**src/rtl/signal_gen_param.sv**
```systemverilog
// ---------------------------------------------------------------------------
// signal_gen_param
//
// Parametrised QPSK signal generator. Packed message bytes are read from an
// external message RAM and unpacked into 2-bit symbols, MSB pair first. Each
// symbol becomes signed I/Q levels (bit1 -> I, bit0 -> Q; 0 -> +AMP,
// 1 -> -AMP). Each symbol is emitted as OSR samples on a valid/ready stream.
//
// Sample modes (latched on start):
//   mode 0 : hold        - every phase of a symbol carries the mapped level
//   mode 1 : zero-stuff  - phase 0 carries the level, phases 1..OSR-1 carry 0
//
// Optional build feature:
//   SIGNAL_GEN_PREAMBLE_EN - adds parameter PREAMBLE_LEN and a PREAMBLE state.
//   That state emits PREAMBLE_LEN alternating 00/11 symbols ahead of the
//   message on every start with a non-zero length.
//
// Ports:
//   clk          system clock
//   reset        asynchronous active-high reset
//   enable       start strobe, honoured only in IDLE
//   msg_length   message length in symbols, latched on start
//   mode         sample mode, latched on start
//   ram_data     RAM read data, valid the cycle after read_enable
//   ram_addr     RAM byte address
//   read_enable  RAM read strobe, one cycle per byte
//   out_i/out_q  registered signed I/Q samples
//   out_valid    sample valid, held until out_ready accepts it
//   out_ready    downstream accept
//   busy         high in every state except IDLE
//   done         one-cycle pulse at end of message
// ---------------------------------------------------------------------------
module signal_gen_param #(
  parameter int ADDR_W   = 10,
  parameter int LEN_W    = 16,
  parameter int SAMPLE_W = 13,
  parameter int OSR      = 8,     // power of two, 2..32
  parameter int AMP      = 2047   // must fit in SAMPLE_W-1 bits
`ifdef SIGNAL_GEN_PREAMBLE_EN
  ,
  parameter int PREAMBLE_LEN = 16
`endif
) (
  input  logic                       clk,
  input  logic                       reset,
  input  logic                       enable,
  input  logic [LEN_W-1:0]           msg_length,
  input  logic                       mode,
  input  logic [7:0]                 ram_data,
  output logic [ADDR_W-1:0]          ram_addr,
  output logic                       read_enable,
  output logic signed [SAMPLE_W-1:0] out_i,
  output logic signed [SAMPLE_W-1:0] out_q,
  output logic                       out_valid,
  input  logic                       out_ready,
  output logic                       busy,
  output logic                       done
);

  localparam int PH_W = (OSR > 1) ? $clog2(OSR) : 1;
  localparam logic [PH_W-1:0] PH_LAST = PH_W'(OSR - 1);

  localparam logic signed [SAMPLE_W-1:0] LVL_POS = SAMPLE_W'(AMP);
  localparam logic signed [SAMPLE_W-1:0] LVL_NEG = -LVL_POS;

`ifdef SIGNAL_GEN_PREAMBLE_EN
  localparam int PRE_W = $clog2(PREAMBLE_LEN + 1);
  localparam logic [PRE_W-1:0] PRE_LAST = PRE_W'(PREAMBLE_LEN - 1);
`endif

  typedef enum logic [2:0] {
    S_IDLE,
    S_FETCH,
    S_WAIT,
    S_EMIT,
    S_DONE
`ifdef SIGNAL_GEN_PREAMBLE_EN
    ,
    S_PREAMBLE
`endif
  } state_e;

  // Symbol bit to signed level: 0 -> +AMP, 1 -> -AMP.
  function automatic logic signed [SAMPLE_W-1:0] level(input logic b);
    return b ? LVL_NEG : LVL_POS;
  endfunction

  // Slot 0 is the most significant bit pair of the byte.
  function automatic logic [1:0] pick_sym(input logic [7:0] b, input logic [1:0] s);
    logic [1:0] r;
    case (s)
      2'd0:    r = b[7:6];
      2'd1:    r = b[5:4];
      2'd2:    r = b[3:2];
      default: r = b[1:0];
    endcase
    return r;
  endfunction

  // -------------------------------------------------------------------------
  // State
  // -------------------------------------------------------------------------
  state_e                       state_q,     state_d;
  logic [ADDR_W-1:0]            ram_addr_q,  ram_addr_d;
  logic [7:0]                   byte_q,      byte_d;
  logic [1:0]                   slot_q,      slot_d;
  logic [PH_W-1:0]              phase_q,     phase_d;
  logic [LEN_W-1:0]             sym_cnt_q,   sym_cnt_d;
  logic [LEN_W-1:0]             len_q,       len_d;
  logic                         mode_q,      mode_d;
  logic signed [SAMPLE_W-1:0]   out_i_q,     out_i_d;
  logic signed [SAMPLE_W-1:0]   out_q_q,     out_q_d;
  logic                         out_valid_q, out_valid_d;
`ifdef SIGNAL_GEN_PREAMBLE_EN
  logic [PRE_W-1:0]             pre_cnt_q,   pre_cnt_d;
`endif

  // -------------------------------------------------------------------------
  // Helpers shared by the next-state logic
  // -------------------------------------------------------------------------
  logic             fire;
  logic [1:0]       cur_sym;
  logic [1:0]       nxt_sym;
  logic [LEN_W-1:0] sym_next;

  assign fire     = out_valid_q & out_ready;
  assign cur_sym  = pick_sym(byte_q, slot_q);
  assign nxt_sym  = pick_sym(byte_q, slot_q + 2'd1);
  assign sym_next = sym_cnt_q + LEN_W'(1);

  // -------------------------------------------------------------------------
  // Next-state and output logic
  // -------------------------------------------------------------------------
  always_comb begin
    // NOTE: every _d signal gets its hold value first, so no path through the
    // case statement can leave one unassigned and infer a latch.
    state_d     = state_q;
    ram_addr_d  = ram_addr_q;
    byte_d      = byte_q;
    slot_d      = slot_q;
    phase_d     = phase_q;
    sym_cnt_d   = sym_cnt_q;
    len_d       = len_q;
    mode_d      = mode_q;
    out_i_d     = out_i_q;
    out_q_d     = out_q_q;
    out_valid_d = out_valid_q;
`ifdef SIGNAL_GEN_PREAMBLE_EN
    pre_cnt_d   = pre_cnt_q;
`endif

    case (state_q)
      S_IDLE: begin
        if (enable) begin
          len_d      = msg_length;
          mode_d     = mode;
          ram_addr_d = '0;
          sym_cnt_d  = '0;
          phase_d    = '0;
          slot_d     = '0;
          if (msg_length == '0) begin
            state_d = S_DONE;
          end else begin
`ifdef SIGNAL_GEN_PREAMBLE_EN
            // The first preamble symbol is 00, so it is presented immediately.
            state_d     = S_PREAMBLE;
            pre_cnt_d   = '0;
            out_valid_d = 1'b1;
            out_i_d     = LVL_POS;
            out_q_d     = LVL_POS;
`else
            state_d = S_FETCH;
`endif
          end
        end
      end

      S_FETCH: begin
        state_d = S_WAIT;
      end

      S_WAIT: begin
        // The RAM answers now. Phase 0 of slot 0 is loaded straight from
        // ram_data so the first sample is valid in the very next cycle.
        byte_d      = ram_data;
        slot_d      = '0;
        phase_d     = '0;
        out_valid_d = 1'b1;
        out_i_d     = level(ram_data[7]);
        out_q_d     = level(ram_data[6]);
        state_d     = S_EMIT;
      end

      S_EMIT: begin
        if (fire) begin
          if (phase_q != PH_LAST) begin
            phase_d = phase_q + PH_W'(1);
            out_i_d = mode_q ? '0 : level(cur_sym[1]);
            out_q_d = mode_q ? '0 : level(cur_sym[0]);
          end else begin
            phase_d   = '0;
            sym_cnt_d = sym_next;
            if (sym_next == len_q) begin
              // Any unused symbols left in a partial final byte are dropped.
              state_d     = S_DONE;
              out_valid_d = 1'b0;
              out_i_d     = '0;
              out_q_d     = '0;
            end else if (slot_q == 2'd3) begin
              // ram_addr wraps naturally at 2^ADDR_W.
              ram_addr_d  = ram_addr_q + ADDR_W'(1);
              state_d     = S_FETCH;
              out_valid_d = 1'b0;
              out_i_d     = '0;
              out_q_d     = '0;
            end else begin
              slot_d  = slot_q + 2'd1;
              out_i_d = level(nxt_sym[1]);
              out_q_d = level(nxt_sym[0]);
            end
          end
        end
      end

`ifdef SIGNAL_GEN_PREAMBLE_EN
      S_PREAMBLE: begin
        // Even preamble symbols are 00 and odd ones are 11, so both I and Q
        // follow pre_cnt_q[0].
        if (fire) begin
          if (phase_q != PH_LAST) begin
            phase_d = phase_q + PH_W'(1);
            out_i_d = mode_q ? '0 : level(pre_cnt_q[0]);
            out_q_d = mode_q ? '0 : level(pre_cnt_q[0]);
          end else begin
            phase_d = '0;
            if (pre_cnt_q == PRE_LAST) begin
              state_d     = S_FETCH;
              out_valid_d = 1'b0;
              out_i_d     = '0;
              out_q_d     = '0;
            end else begin
              pre_cnt_d = pre_cnt_q + PRE_W'(1);
              out_i_d   = level(~pre_cnt_q[0]);
              out_q_d   = level(~pre_cnt_q[0]);
            end
          end
        end
      end
`endif

      S_DONE: begin
        out_valid_d = 1'b0;
        state_d     = S_IDLE;
      end

      default: begin
        state_d = S_IDLE;
      end
    endcase
  end

  // -------------------------------------------------------------------------
  // Registers
  // -------------------------------------------------------------------------
  always_ff @(posedge clk or posedge reset) begin
    if (reset) begin
      state_q     <= S_IDLE;
      ram_addr_q  <= '0;
      byte_q      <= '0;
      slot_q      <= '0;
      phase_q     <= '0;
      sym_cnt_q   <= '0;
      len_q       <= '0;
      mode_q      <= 1'b0;
      out_i_q     <= '0;
      out_q_q     <= '0;
      out_valid_q <= 1'b0;
`ifdef SIGNAL_GEN_PREAMBLE_EN
      pre_cnt_q   <= '0;
`endif
    end else begin
      // NOTE: non-blocking assignments make every register sample its _d value
      // from the same clock edge, independent of statement order.
      state_q     <= state_d;
      ram_addr_q  <= ram_addr_d;
      byte_q      <= byte_d;
      slot_q      <= slot_d;
      phase_q     <= phase_d;
      sym_cnt_q   <= sym_cnt_d;
      len_q       <= len_d;
      mode_q      <= mode_d;
      out_i_q     <= out_i_d;
      out_q_q     <= out_q_d;
      out_valid_q <= out_valid_d;
`ifdef SIGNAL_GEN_PREAMBLE_EN
      pre_cnt_q   <= pre_cnt_d;
`endif
    end
  end

  // -------------------------------------------------------------------------
  // Outputs
  // -------------------------------------------------------------------------
  assign ram_addr    = ram_addr_q;
  assign read_enable = (state_q == S_FETCH);
  assign out_i       = out_i_q;
  assign out_q       = out_q_q;
  assign out_valid   = out_valid_q;
  assign busy        = (state_q != S_IDLE);
  assign done        = (state_q == S_DONE);

endmodule

```
**config.mk**
```make
export PLATFORM = sky130hd
export DESIGN_NAME = signal_gen_param
export DESIGN_NICKNAME = d
export VERILOG_FILES = /design/src/rtl/signal_gen_param.sv
export SDC_FILE = /design/constraint.sdc
export NUM_CORES = 1
export LEC_CHECK = 0
export ABC_AREA = 1
export BUFFER_PORTS_ARGS = -buffer_cell sky130_fd_sc_hd__buf_2
export CORE_ASPECT_RATIO = 0.75
export CORE_MARGIN = 2
export CORE_UTILIZATION = 30
export CTS_BUF_LIST = sky130_fd_sc_hd__clkbuf_4 sky130_fd_sc_hd__clkbuf_8
export DETAILED_ROUTE_END_ITERATION = 10
export SYNTH_ARGS = -nofsm -noshare
export SYNTH_HDL_FRONTEND = slang
export SYNTH_SLANG_ARGS = --single-unit
export TNS_END_PERCENT = 1
```
**constraint.sdc**
```tcl
create_clock -name clk -period 3.35 [get_ports clk]
set_input_delay 0.67 -clock clk [delete_from_list [all_inputs] [get_ports clk]]
set_output_delay 0.67 -clock clk [all_outputs]
set_load 0.005 [all_outputs]
```
== Yosys cells after proc, flatten, opt, wreduce, memory -nomap -nowiden ==
Index checks and enable logic that the tools add are counted.

* Output and inout bits: 40
* Word-level logic and storage cells: 103
* Flip-flop bits (word level): 86

* Add/subtract/negate cells: 4
* Reductions and logical operators: 17
* Equality and inequality tests: 18
* Muxes and demuxes: 52
* Bitwise gates (word level): 1

{| class="wikitable"
|+ Operators with widths
! cell !! number
|-
| $mux W13 || 16
|-
| $pmux W13 S2 || 2
|-
| $mux W10 || 5
|-
| $mux W16 || 3
|-
| $pmux W16 S2 || 1
|-
| $mux W3 || 9
|-
| $pmux W10 S2 || 1
|-
| $pmux W2 S3 || 3
|-
| $add A16 B1 Y16 const B || 1
|-
| $eq A16 B16 Y1 || 1
|-
| $logic_not A16 Y1 || 1
|-
| $ne A2 B2 Y1 const B || 6
|-
| $pmux W3 S4 || 1
|-
| $reduce_and A4 Y1 || 3
|-
| $reduce_and A6 Y1 || 2
|-
| $add A10 B1 Y10 const B || 1
|-
| $mux W2 || 5
|-
| $pmux W3 S3 || 1
|-
| $reduce_bool A3 Y1 || 3
|-
| $eq A2 B2 Y1 const B || 3
|-
| $eq A3 B2 Y1 const B || 2
|-
| $ne A3 B3 Y1 const B || 2
|-
| $eq A2 B1 Y1 const B || 2
|-
| $logic_not A2 Y1 || 2
|-
| 11 further kinds || 16
|}

== Logic depth before layout (Yosys ltp) ==
Gate-level depths: netlist (run 1).

* Depth after elaboration: 9
* Mapped depth: 16
* Mapped depth without buffers: 16

== Least setup slack after synthesis (run 1) ==
No wires, ideal clock.

* Path kind: reg-to-reg
* Start: reg sym_cnt_q[0]
* End: reg out_q_q[10] (netlist: out_q[10])
* Stages on the path, launching flop included: 14
* Path slack: 1.488 ns
* Arrival: 1.742 ns
* Library setup time: 0.120 ns
* Path buffers: 0
* Clock period less this slack: 1.862 ns
* Cells stage by stage: dfrtp_1 ha_1 xnor2_1 nand2_1 nor2_1 nand3_1 nor2_1 nand2_1 nor2_2 nand3_2 nand2_1 nor2_1 o21ai_1 nand2_1

* Longest elaborated chain between the ends: 6

{| class="wikitable"
|+ RTL lines
! item !! line !! text
|-
| start, declared || 108 || <nowiki>logic [LEN_W-1:0] sym_cnt_q, sym_cnt_d;</nowiki>
|-
| start signal, assigned || 289 || <nowiki>sym_cnt_q <= sym_cnt_d;</nowiki>
|-
| $add A16 B1 Y16 || 129 || <nowiki>assign sym_next = sym_cnt_q + LEN_W'(1);</nowiki>
|-
| $eq A16 B16 Y1 || 203 || <nowiki>if (sym_next == len_q) begin</nowiki>
|-
| $mux W13 || 203 ||
|-
| $mux W13 || 196 || <nowiki>if (phase_q != PH_LAST) begin</nowiki>
|-
| $mux W13 || 195 || <nowiki>if (fire) begin</nowiki>
|-
| $pmux W13 S2 || 152 || <nowiki>case (state_q)</nowiki>
|-
| end signal, assigned || 293 || <nowiki>out_q_q <= out_q_d;</nowiki>
|-
| end, declared || 112 || <nowiki>logic signed [SAMPLE_W-1:0] out_q_q, out_q_d;</nowiki>
|}

Every way passes these cells. The select of a mux whose other input is x is not followed.
A chain may end at the register's enable or synchronous reset.

== Worst setup path in the final report (run 1) ==
* Start: reg sym_cnt_q[1]
* End: reg ram_addr_q[5] (netlist: ram_addr[5])

* Longest elaborated chain between the ends: 4

{| class="wikitable"
|+ RTL lines
! item !! line !! text
|-
| $add A16 B1 Y16 || 129 ||
|-
| $eq A16 B16 Y1 || 203 ||
|-
| $ne A2 B2 Y1 (no source line) || n/a ||
|-
| $reduce_and A6 Y1 (no source line) || n/a ||
|-
| end signal, assigned || 285 || <nowiki>ram_addr_q <= ram_addr_d;</nowiki>
|-
| end, declared || 104 || <nowiki>logic [ADDR_W-1:0] ram_addr_q, ram_addr_d;</nowiki>
|}

Every way passes these cells.

==> results.py, run 1 <==
metrics = {
    "clock_network": {
        "postCtsSetupBuffers": 0,
        "cts_num_sinks": 65,
        "clock_latency_ns": 0.36,
        "cts-root-buf": "clkbuf_8",
        "cts_buffer_depth": 2,
        "cts_made_buffers": 9,
        "post_cts_resized": 0,
        "h-tree-depth": 3,
        "clk_pin_slew_ns": 0.08,
        "cts_tree": "built",
        "holdBufCountCts": 0,
    },
    "pwr": {
        "power_w": 0.00287,
        "p_leak_nw": 2.27,
        "power_density_nw_per_um2": 625,
        "ir_drop_v": 0.000213,
    },
    "route": {
        "initialDrtViolationCount": 219,
        "ant_nets": 0,
        "dr.pass1.iters": 4,
        "wl_um": 10100,
        "wl_per_cell_um": 13.7,
        "avgViaCountPerCell": 4.78,
        "vias": 3552,
        "drc": 0,
    },
    "worst_setup_path": {
        "timing.rr.end": "ram_addr[5]$_DFFE_PP0P_",
        "r2r_setup_slack_ns": 0.92,
        "worst-setup-path-type": "reg -> reg",
        "crit-reg2reg-launch": "sym_cnt_q[1]$_DFFE_PP0P_",
        "cp-end-kind": "flip-flop",
        "required_ns": 3.63,
        "worstPathMaxFanout": 20,
        "critPathArrivalTime_ns": 2.71,
        "crit_start": "sym_cnt_q[1]$_DFFE_PP0P_",
        "r2r_cells": 13,
        "start_kind": "flip-flop",
    },
    "final_layout": {
        "fin_cells": 743,
        "area_growth_syn_to_layout_pct": 13.6,
        "diodes": 0,
        "fillers": 1368,
        "final_layout_size_suffix_gt1_share_pct": 24.8,
        "final_nets": 606,
        "fin_util_pct": 35.2,
        "final-seq-area_um2": 1630,
        "multi_input_area_um2": 1990,
    },
    "placement": {
        "preCtsSetupSlack_ns": 0.893,
        "place_inst": 727,
        "post-dp-hpwl_um": 7790,
        "gp_congestion": 0.857,
        "port_buffers": 68,
    },
    "yosys": {
        "synth_commonest_cells": "129 x nand2_1, 65 x dfrtp_1, 56 x inv_1, 38 x nand3_1, 38 x nor2_1",
        "synthSimpleGateAreaFrac_pct": 29.1,
        "yosysMostFrequentCell": "nand2_1",
        "synth_compound_area_share_pct": 11.6,
        "synthAdderAreaFrac_pct": 3.09,
        "ys.flop_type": "dfrtp_1",
        "synthXorXnorAreaFrac_pct": 2.20,
        "synthCells": 513,
        "synthTopCellsByArea": "dfrtp_1 40%, nand2_1 12%, inv_1 5.2%",
        "synth_area_leader_cell": "dfrtp_1",
        "synth.top_cell.area_share_pct": 40.2,
        "synth-async-reset-ratio_pct": 100,
        "synth_edf_count": 0,
        "syn_nets": 552,
        "synth_top_family_by_area": "simple AND/OR/NAND/NOR gates",
        "synthMuxAreaShare_pct": 3.06,
        "seq_area_frac_synth_pct": 40.2,
        "ys_types": 36,
        "synth_area_um2": 4040,
        "avgSynthCellArea_um2": 7.88,
        "ys_ff_latch": 65,
        "ys_warn_count": 0,
    },
    "timing": {
        "fmax_ghz": 0.411,
        "tightest_slew_ns": 0.830,
        "skew_ns": 0.0124,
        "hold_violations": 0,
        "max_slew_margin_pct": 44.6,
        "period_share_pct": 72.6,
        "min_period_ns": 2.43,
        "tns_ns": 0,
        "setup_ws_ns": 0.918,
        "drv_slew": 0,
        "rsz0062_at_grt": "no",
        "finalSetupViolCount": 0,
    },
    "global_routing": {
        "antenna_found_initial": 0,
        "grt_start_max_net_pins": 25,
        "grt_pass1_wl_um": 17300,
        "grtUsageTotal_pct": 14.7,
        "grt_overflow_total": 0,
        "grt_pass1_vias": 3463,
    },
    "floorplan": {
        "dieArea_um2": 14400,
        "num_rows": 36,
        "coreArea_um2": 13100,
        "start_util_pct": 31.0,
        "io_pins": 69,
        "die_y_um": 105,
        "die_w_um": 138,
    },
    "flow_run": {
        "cap_violations": 0,
    },
    "status": {
        "run_status": "complete, no violations",
    },
    "min_path": {
        "hold_path.class": "in -> async",
    },
}
-- worst max-delay path by stage --
stage	end	cells past startpoint
after floorplan	byte_q[0]$_DFFE_PP0P_	1
after global placement	ram_addr[7]$_DFFE_PP0P_	11
after detailed placement	ram_addr[5]$_DFFE_PP0P_	11
after CTS	ram_addr[5]$_DFFE_PP0P_	12
after global routing	ram_addr[3]$_DFFE_PP0P_	13
final	ram_addr[5]$_DFFE_PP0P_	13
-- state kept, by name, summed over array words and instances, names as in the netlist --
signal     cells
out_valid      1
slot_q         2
out_i          3
out_q          2
mode_q         1
byte_q         8
len_q         16
sym_cnt_q     16
state_q        3
ram_addr      10
phase_q        3
-- metal layers --
layer  up-vias  routed length, um  GRT usage [%]
met4         0                137           5.17
met5         -                  0              0
li1       1772                  -              -
met1      1690               4990           20.0
met3        13                371           3.12
met2        77               4650           23.3
-- cell type report --
cell class                 instances  area share [%]
sequential                        65            35.4
multi-input combinational        358            43.2
inverter                          61            4.99
tap                              171            4.66
clock inverter                     6           0.763
clock buffer                      10            2.86
timing repair buffer              72            8.07
-- metrics by stage --
step	hold WS, ns	area (um^2)
CTS	0.326	4590
global route	0.346	4590
finish	0.326	4590
global placement	0.490	4430
detailed placement	0.505	4430
floorplan	0.470	4040
-- report_power, final --
group | total, W | internal (W) | leakage (nW) | switching (W)
clock | 0.000595 | 0.000271 | 0.0852 | 0.000323
combinational | 0.00114 | 0.000461 | 1.42 | 0.000684
sequential | 0.00113 | 0.000940 | 0.766 | 0.000191
-- critical path, stage by stage, from the launching register on --
cell     delay [ns]
dfrtp_1        0.40
ha_1           0.21
nand2_1        0.13
nor2_4         0.19
nand4_1        0.19
nand2_1        0.13
nand2_1        0.05
nand2_1        0.07
nand2_1        0.07
nor2_2         0.14
nand4_2        0.15
nand2_2        0.39
nand2_1        0.14
o21ai_2        0.08
-- cell families (layout without fill, tap and decap cells) --
family / count (synthesis) / in the layout
AND/OR/NAND/NOR: 252 / 252
buffers and inverters: 90 / 149
AO/OA/AOI/OAI: 78 / 78
flip-flops: 65 / 65
multiplexers: 11 / 11
adder cells (fa/ha/maj): 10 / 10
XOR/XNOR: 7 / 7
-- cells in the final DEF (no fill, tap or decap), drive strengths merged, types with 3 or more instances in the layout --
| cell | count |
|---|---|
| ha | 10 |
| or2 | 4 |
| nand2 | 133 |
| inv | 61 |
| nor4 | 5 |
| o22ai | 12 |
| nor2 | 51 |
| clkbuf | 10 |
| mux2 | 11 |
| buf | 72 |
| clkinv | 4 |
| xor2 | 3 |
| dfrtp | 65 |
| nand3 | 40 |
| a211oi | 3 |
| nand3b | 8 |
| a22o | 3 |
| o21ai | 39 |
| nor3 | 3 |
| a21oi | 19 |
| nand4 | 7 |
Note: power is estimated with default switching activity, not from simulation.
==> inputs of run 2 (changes only) <==
==> constraint.sdc (replaced) <==
create_clock -name clk -period 2.5 [get_ports clk]
set_input_delay 0.5 -clock clk [delete_from_list [all_inputs] [get_ports clk]]
set_output_delay 0.5 -clock clk [all_outputs]
set_load 0.005 [all_outputs]
==> run 2 against run 1 <==
Compared with the run above:
- die area unchanged
- hold slack got worse by 0.11 ns
- sequential cell count did not move
- worst setup slack worse by 0.71 ns
- via count grew 0.42%
- routed wire length fell by 0.21%
- non-clock buffer count is 1 higher
- fmax rose by 6.1%
- largest power group unchanged
- power is 43% higher
- sequential power grew 35%
- clock power grew 67%
==> results.py, run 2 (synthesis gave the netlist of run 1 again) <==
metrics = {
    "clock_network": {
        "cts_buffer_depth": 2,
        "cts-root-buf": "clkbuf_8",
        "h-tree-depth": 3,
        "cts_made_buffers": 9,
        "cts_num_sinks": 65,
        "clk_pin_slew_ns": 0.08,
        "holdBufCountCts": 0,
        "cts_tree": "built",
        "clock_latency_ns": 0.36,
    },
    "route": {
        "dr.pass1.iters": 5,
        "wl_per_cell_um": 13.6,
        "vias": 3567,
        "ant_nets": 0,
        "drc": 0,
        "wl_um": 10100,
        "initialDrtViolationCount": 271,
        "avgViaCountPerCell": 4.79,
    },
    "worst_setup_path": {
        "critPathArrivalTime_ns": 2.54,
        "crit_family": "simple AND/OR/NAND/NOR gates",
        "crit_slowest_cell": "dfrtp_1",
        "required_ns": 2.75,
        "critPathMostFrequentCell": "nand2_1",
        "start_kind": "flip-flop",
        "worstPathMaxFanout": 10,
        "slowest_delay_ns": 0.41,
        "cp-end-kind": "flip-flop",
        "cp_cell_sequence": "nand2_1 -> nor2_1 -> nand2_1 -> nand3b_1 -> nand2_1 -> nor2_1 -> nand2_1 -> nor2_2 -> nand4_4 -> nand2_4 -> o21ai_2",
        "worst-setup-path-type": "reg -> reg",
        "critPathBufInv": 0,
    },
    "global_routing": {
        "grt_start_max_net_pins": 39,
        "grt_pass1_vias": 3439,
        "grtUsageTotal_pct": 14.6,
        "antenna_found_initial": 0,
        "grt_pass1_wl_um": 17100,
        "grt_overflow_total": 0,
    },
    "final_layout": {
        "fin_util_pct": 36.3,
        "final_common_cell": "nand2_1",
        "final_nets": 608,
        "multi_input_area_um2": 2070,
        "area_growth_syn_to_layout_pct": 17.4,
        "final-seq-area_um2": 1630,
        "stdcell_area_um2": 4750,
        "fillers": 1347,
        "layout_common_cells": "127 x nand2_1, 68 x buf_2, 64 x dfrtp_1, 55 x inv_1, 38 x nor2_1",
        "final_layout_size_suffix_gt1_share_pct": 26.3,
        "diodes": 0,
    },
    "pwr": {
        "power_w": 0.00410,
        "power_density_nw_per_um2": 864,
        "ir_drop_v": 0.000260,
        "p_leak_nw": 2.32,
    },
    "placement": {
        "port_buffers": 68,
        "dpl-instance-area_um2": 4440,
        "preCtsSetupSlack_ns": -0.0888,
        "post-dp-hpwl_um": 7560,
        "gp_congestion": 0.884,
    },
    "floorplan": {
        "start_util_pct": 31.0,
        "num_rows": 36,
        "coreArea_um2": 13100,
        "die_w_um": 138,
        "die_y_um": 105,
        "dieArea_um2": 14400,
        "io_pins": 69,
    },
    "timing": {
        "min_period_ns": 2.29,
        "drv_slew": 0,
        "hold_violations": 0,
        "skew_ns": 0.00813,
        "fmax_ghz": 0.436,
        "setup_ws_ns": 0.209,
        "max_slew_margin_pct": 58.2,
        "finalSetupViolCount": 0,
        "tightest_slew_ns": 0.626,
        "period_share_pct": 91.7,
    },
    "status": {
        "run_status": "complete, no violations",
    },
    "flow_run": {
        "cap_violations": 0,
    },
    "min_path": {
        "hold_path.class": "in -> async",
    },
}
## run 2: worst register-to-register path: stages, from the launching register on
cell and delay (ns):
dfrtp_1 0.41, nand2_1 0.17, nor2_1 0.31, nand2_1 0.12
nand3b_1 0.11, nand2_1 0.05, nor2_1 0.11, nand2_1 0.12
nor2_2 0.23, nand4_4 0.24, nand2_4 0.24, o21ai_2 0.08
## run 2: path summary, 6_finish.rpt
check                                          from                  endpoint  slack, ns  cells past startpoint
max reg2reg                sym_cnt_q[3]$_DFFE_PP0P_   ram_addr[2]$_DFFE_PP0P_       0.21                     11
min                                           reset   ram_addr[1]$_DFFE_PP0P_       0.22                      2
max in group asynchronous                     reset  sym_cnt_q[1]$_DFFE_PP0P_       1.63                      3
max                        sym_cnt_q[3]$_DFFE_PP0P_   ram_addr[2]$_DFFE_PP0P_       0.21                     11
min in group clk                        ram_data[1]     byte_q[1]$_DFFE_PP0P_       0.36                      3
min reg2reg                  phase_q[1]$_DFFE_PP0P_    phase_q[1]$_DFFE_PP0P_       0.50                      1
## run 2: cell type report
cell class	count	area share [%]
clock buffers	10	2.77
clock inverters	6	1.74
inverters	61	4.82
multi-input cells	359	43.6
flip-flops and latches	65	34.3
well taps	171	4.51
repair buffers	73	8.22
## run 2: power by group
part	internal (W)	total (W)	switching, W	leakage (nW)
Clock	0.000567	0.000995	0.000428	0.109
Sequential	0.00126	0.00152	0.000262	0.765
Combinational	0.000648	0.00158	0.000935	1.45
## run 2: repair_timing
action,4_1_cts,5_1_grt
pin swaps,1,4
cloned,0,1
resized for setup,1,14
endpoints found under the hold margin,0,0
buffers inserted,1,0
endpoints found under the setup margin,10,14
## run 2: per-stage QoR
step	std cells	TNS, ns	hold WS, ns
3_3_place_gp	727	0	0.491
2_1_floorplan	513	0	0.470
5_1_grt	745	-0.0996	0.262
3_5_place_dp	727	-0.642	0.493
6_report	745	0	0.215
4_1_cts	744	0	0.231
## run 2: metal layers
layer  wire (um)  part of all wire [%]  global-route usage (%)
met5           0                     0                       0
met4         243                   2.4                    4.81
met3         405                   4.0                    3.35
met2        4530                    45                    22.2
met1        4950                    49                    20.6
==> inputs of run 3 (changes only) <==
--- a/config.mk
+++ b/config.mk
@@ -5,12 +5,11 @@
 export SDC_FILE = /design/constraint.sdc
 export NUM_CORES = 1
 export LEC_CHECK = 0
-export ABC_AREA = 1
 export BUFFER_PORTS_ARGS = -buffer_cell sky130_fd_sc_hd__buf_2
 export CORE_ASPECT_RATIO = 0.75
 export CORE_MARGIN = 2
 export CORE_UTILIZATION = 30
-export CTS_BUF_LIST = sky130_fd_sc_hd__clkbuf_4 sky130_fd_sc_hd__clkbuf_8
+export CTS_BUF_LIST = sky130_fd_sc_hd__clkbuf_8
 export DETAILED_ROUTE_END_ITERATION = 10
 export SYNTH_ARGS = -nofsm -noshare
 export SYNTH_HDL_FRONTEND = slang
==> run 3 against run 2 <==
Compared with the run above:
- power is 53% lower
- largest cell class unchanged
- global-route usage is 0.56 points higher
- highest routed layer unchanged
- critical path type unchanged
- non-clock buffer count is 22 higher
- sequential cell count stayed put
==> results.py, run 3 <==
metrics = {
    "floorplan": {
        "die_y_um": 104,
        "num_rows": 36,
        "dieArea_um2": 14200,
        "io_pins": 69,
        "die_w_um": 137,
        "start_util_pct": 30.6,
        "coreArea_um2": 13000,
    },
    "final_layout": {
        "layout_common_cells": "95 x nand2_1, 68 x buf_2, 62 x dfrtp_1, 37 x nor2_1, 29 x o21ai_0",
        "fin_util_pct": 36.8,
        "final_common_cell": "nand2_1",
        "final_nets": 560,
        "final_layout_size_suffix_gt1_share_pct": 26.6,
        "diodes": 0,
        "area_growth_syn_to_layout_pct": 20.4,
    },
    "route": {
        "avgViaCountPerCell": 5.03,
        "vias": 3506,
        "wl_per_cell_um": 15.1,
        "ant_nets": 0,
        "drc": 0,
        "wl_um": 10500,
        "dr.pass1.iters": 7,
        "initialDrtViolationCount": 248,
    },
    "global_routing": {
        "antenna_found_initial": 0,
        "grt_pass1_wl_um": 17000,
        "grt_overflow_total": 0,
        "grt_pass1_vias": 3393,
        "grt_start_max_net_pins": 29,
        "grtUsageTotal_pct": 15.2,
    },
    "clock_network": {
        "cts_made_buffers": 9,
        "clock_latency_ns": 0.35,
        "cts_buffer_depth": 2,
        "cts_num_sinks": 65,
        "cts-root-buf": "clkbuf_8",
        "cts_tree": "built",
        "clk_pin_slew_ns": 0.08,
        "h-tree-depth": 3,
        "holdBufCountCts": 0,
    },
    "worst_setup_path": {
        "critPathArrivalTime_ns": 2.69,
        "crit-reg2reg-launch": "sym_cnt_q[0]$_DFFE_PP0P_",
        "crit_slowest_cell": "dfrtp_2",
        "r2r_setup_slack_ns": 0.04,
        "worst-setup-path-type": "reg -> reg",
        "worstPathMaxFanout": 5,
        "start_kind": "flip-flop",
        "critPathBufInv": 1,
        "critPathMostFrequentCell": "xnor2_2",
        "crit_family": "compound AO/OA/AOI/OAI gates",
        "cp-end-kind": "flip-flop",
        "slowest_delay_ns": 0.47,
        "cp_cell_sequence": "ha_4 -> buf_4 -> xnor2_2 -> xnor2_2 -> a2111oi_4 -> o2111a_2 -> and3_4 -> nor2_1 -> mux2_2",
        "required_ns": 2.73,
        "crit_start": "sym_cnt_q[0]$_DFFE_PP0P_",
    },
    "pwr": {
        "ir_drop_v": 0.000220,
        "power_w": 0.00194,
        "p_leak_nw": 2.32,
        "power_density_nw_per_um2": 406,
    },
    "yosys": {
        "yosysMostFrequentCell": "nand2_1",
        "ys_ff_latch": 65,
        "seq_area_frac_synth_pct": 41.0,
        "synth_area_um2": 3970,
        "ys.flop_type": "dfrtp_1",
        "synth-async-reset-ratio_pct": 100,
        "synthTopCellsByArea": "dfrtp_1 41%, nand2_1 9.0%, buf_4 4.0%",
        "ys_warn_count": 0,
        "synth_edf_count": 0,
        "synth.top_cell.area_share_pct": 41.0,
        "avgSynthCellArea_um2": 8.72,
        "synth_area_leader_cell": "dfrtp_1",
        "syn_nets": 494,
        "ys_types": 56,
        "synthCells": 455,
        "synth_commonest_cells": "95 x nand2_1, 65 x dfrtp_1, 38 x nor2_1, 29 x o21ai_0, 21 x buf_4",
    },
    "timing": {
        "tns_ns": 0,
        "drv_slew": 0,
        "skew_ns": 0.00883,
        "fmax_ghz": 0.407,
        "hold_slack_ns": 0.209,
        "max_slew_margin_pct": 51.0,
        "period_share_pct": 98.3,
        "tightest_slew_ns": 0.732,
        "hold_violations": 0,
        "min_period_ns": 2.46,
        "finalSetupViolCount": 0,
    },
    "placement": {
        "port_buffers": 68,
        "post-dp-hpwl_um": 7640,
        "gp_congestion": 0.879,
    },
    "status": {
        "run_status": "complete, no violations",
    },
    "flow_run": {
        "cap_violations": 0,
    },
    "min_path": {
        "hold_path.class": "in -> async",
    },
}
run 3: cell count changes after synthesis, moves of 10 or more:
cell | previous run | this run
mux2i_1 | 0 | 10
inv_1 | 56 | 14
nand2_1 | 129 | 95
clkbuf_1 | 4 | 15
xnor2_1 | 2 | 13
o21ai_2 | 11 | 0
nand3_1 | 38 | 18
run 3: cells by family (layout without fill, tap and decap cells):
group                    Yosys count  after routing  synth area share, %
adder cells (fa/ha/maj)           10             10                 3.15
multiplexers                      17             17                 4.51
AO/OA/AOI/OAI                     82             82                 14.5
buffers and inverters             55            125                 7.51
AND/OR/NAND/NOR                  205            206                 24.3
flip-flops                        65             65                 41.0
XOR/XNOR                          21             21                 5.01
run 3: area by class of cell:
class | count | area, um^2
Clock inverter | 5 | 22.5
Clock buffer | 11 | 151
Inverter | 14 | 52.6
Tap cell | 171 | 214
Timing Repair Buffer | 95 | 572
Sequential cell | 65 | 1630
Fill cell | 1333 | 8190
Multi-Input combinational cell | 336 | 2140
run 3: power by group:
part	internal [W]	switching (W)	leakage, nW	total, W
combinational	0.0000319	0.0000430	1.37	0.0000749
clock	0.000402	0.000407	0.101	0.000809
sequential	0.00105	0.00000380	0.847	0.00106
run 3: path summary, 6_finish.rpt:
path,cells after the start,endpoint
setup reg to reg,9,ram_addr[0]$_DFFE_PP0P_
max in group asynchronous,3,sym_cnt_q[1]$_DFFE_PP0P_
setup / recovery,9,ram_addr[0]$_DFFE_PP0P_
min in group clk,3,len_q[6]$_DFFE_PP0P_
hold reg to reg,2,phase_q[1]$_DFFE_PP0P_
hold / removal,2,out_i[11]$_DFFE_PP0P_
run 3: per-stage QoR:
stage          worst slack, ns  area, um^2  std cells
4_1_cts                 0.0362        4650        693
5_1_grt                -0.0427        4780        697
2_1_floorplan            0.120        3970        455
3_5_place_dp           -0.0379        4470        677
3_3_place_gp            0.0100        4470        677
6_report                0.0419        4780        697
run 3: timing repair:
item / in CTS / in global routing
resized for setup: 1 / 15
endpoints found under the setup margin: 4 / 19
hold endpoints to repair: 0 / 0
setup buffers: 0 / 3
pin swaps: 0 / 5
cloned: 0 / 1
run 3: metal layers:
layer,share of wire (%),track usage (%),vias up
met3,4.7,3.08,17
met5,0,0,-
met2,44,22.5,99
li1,-,-,1705
met1,49,21.6,1685
met4,2.1,5.89,0
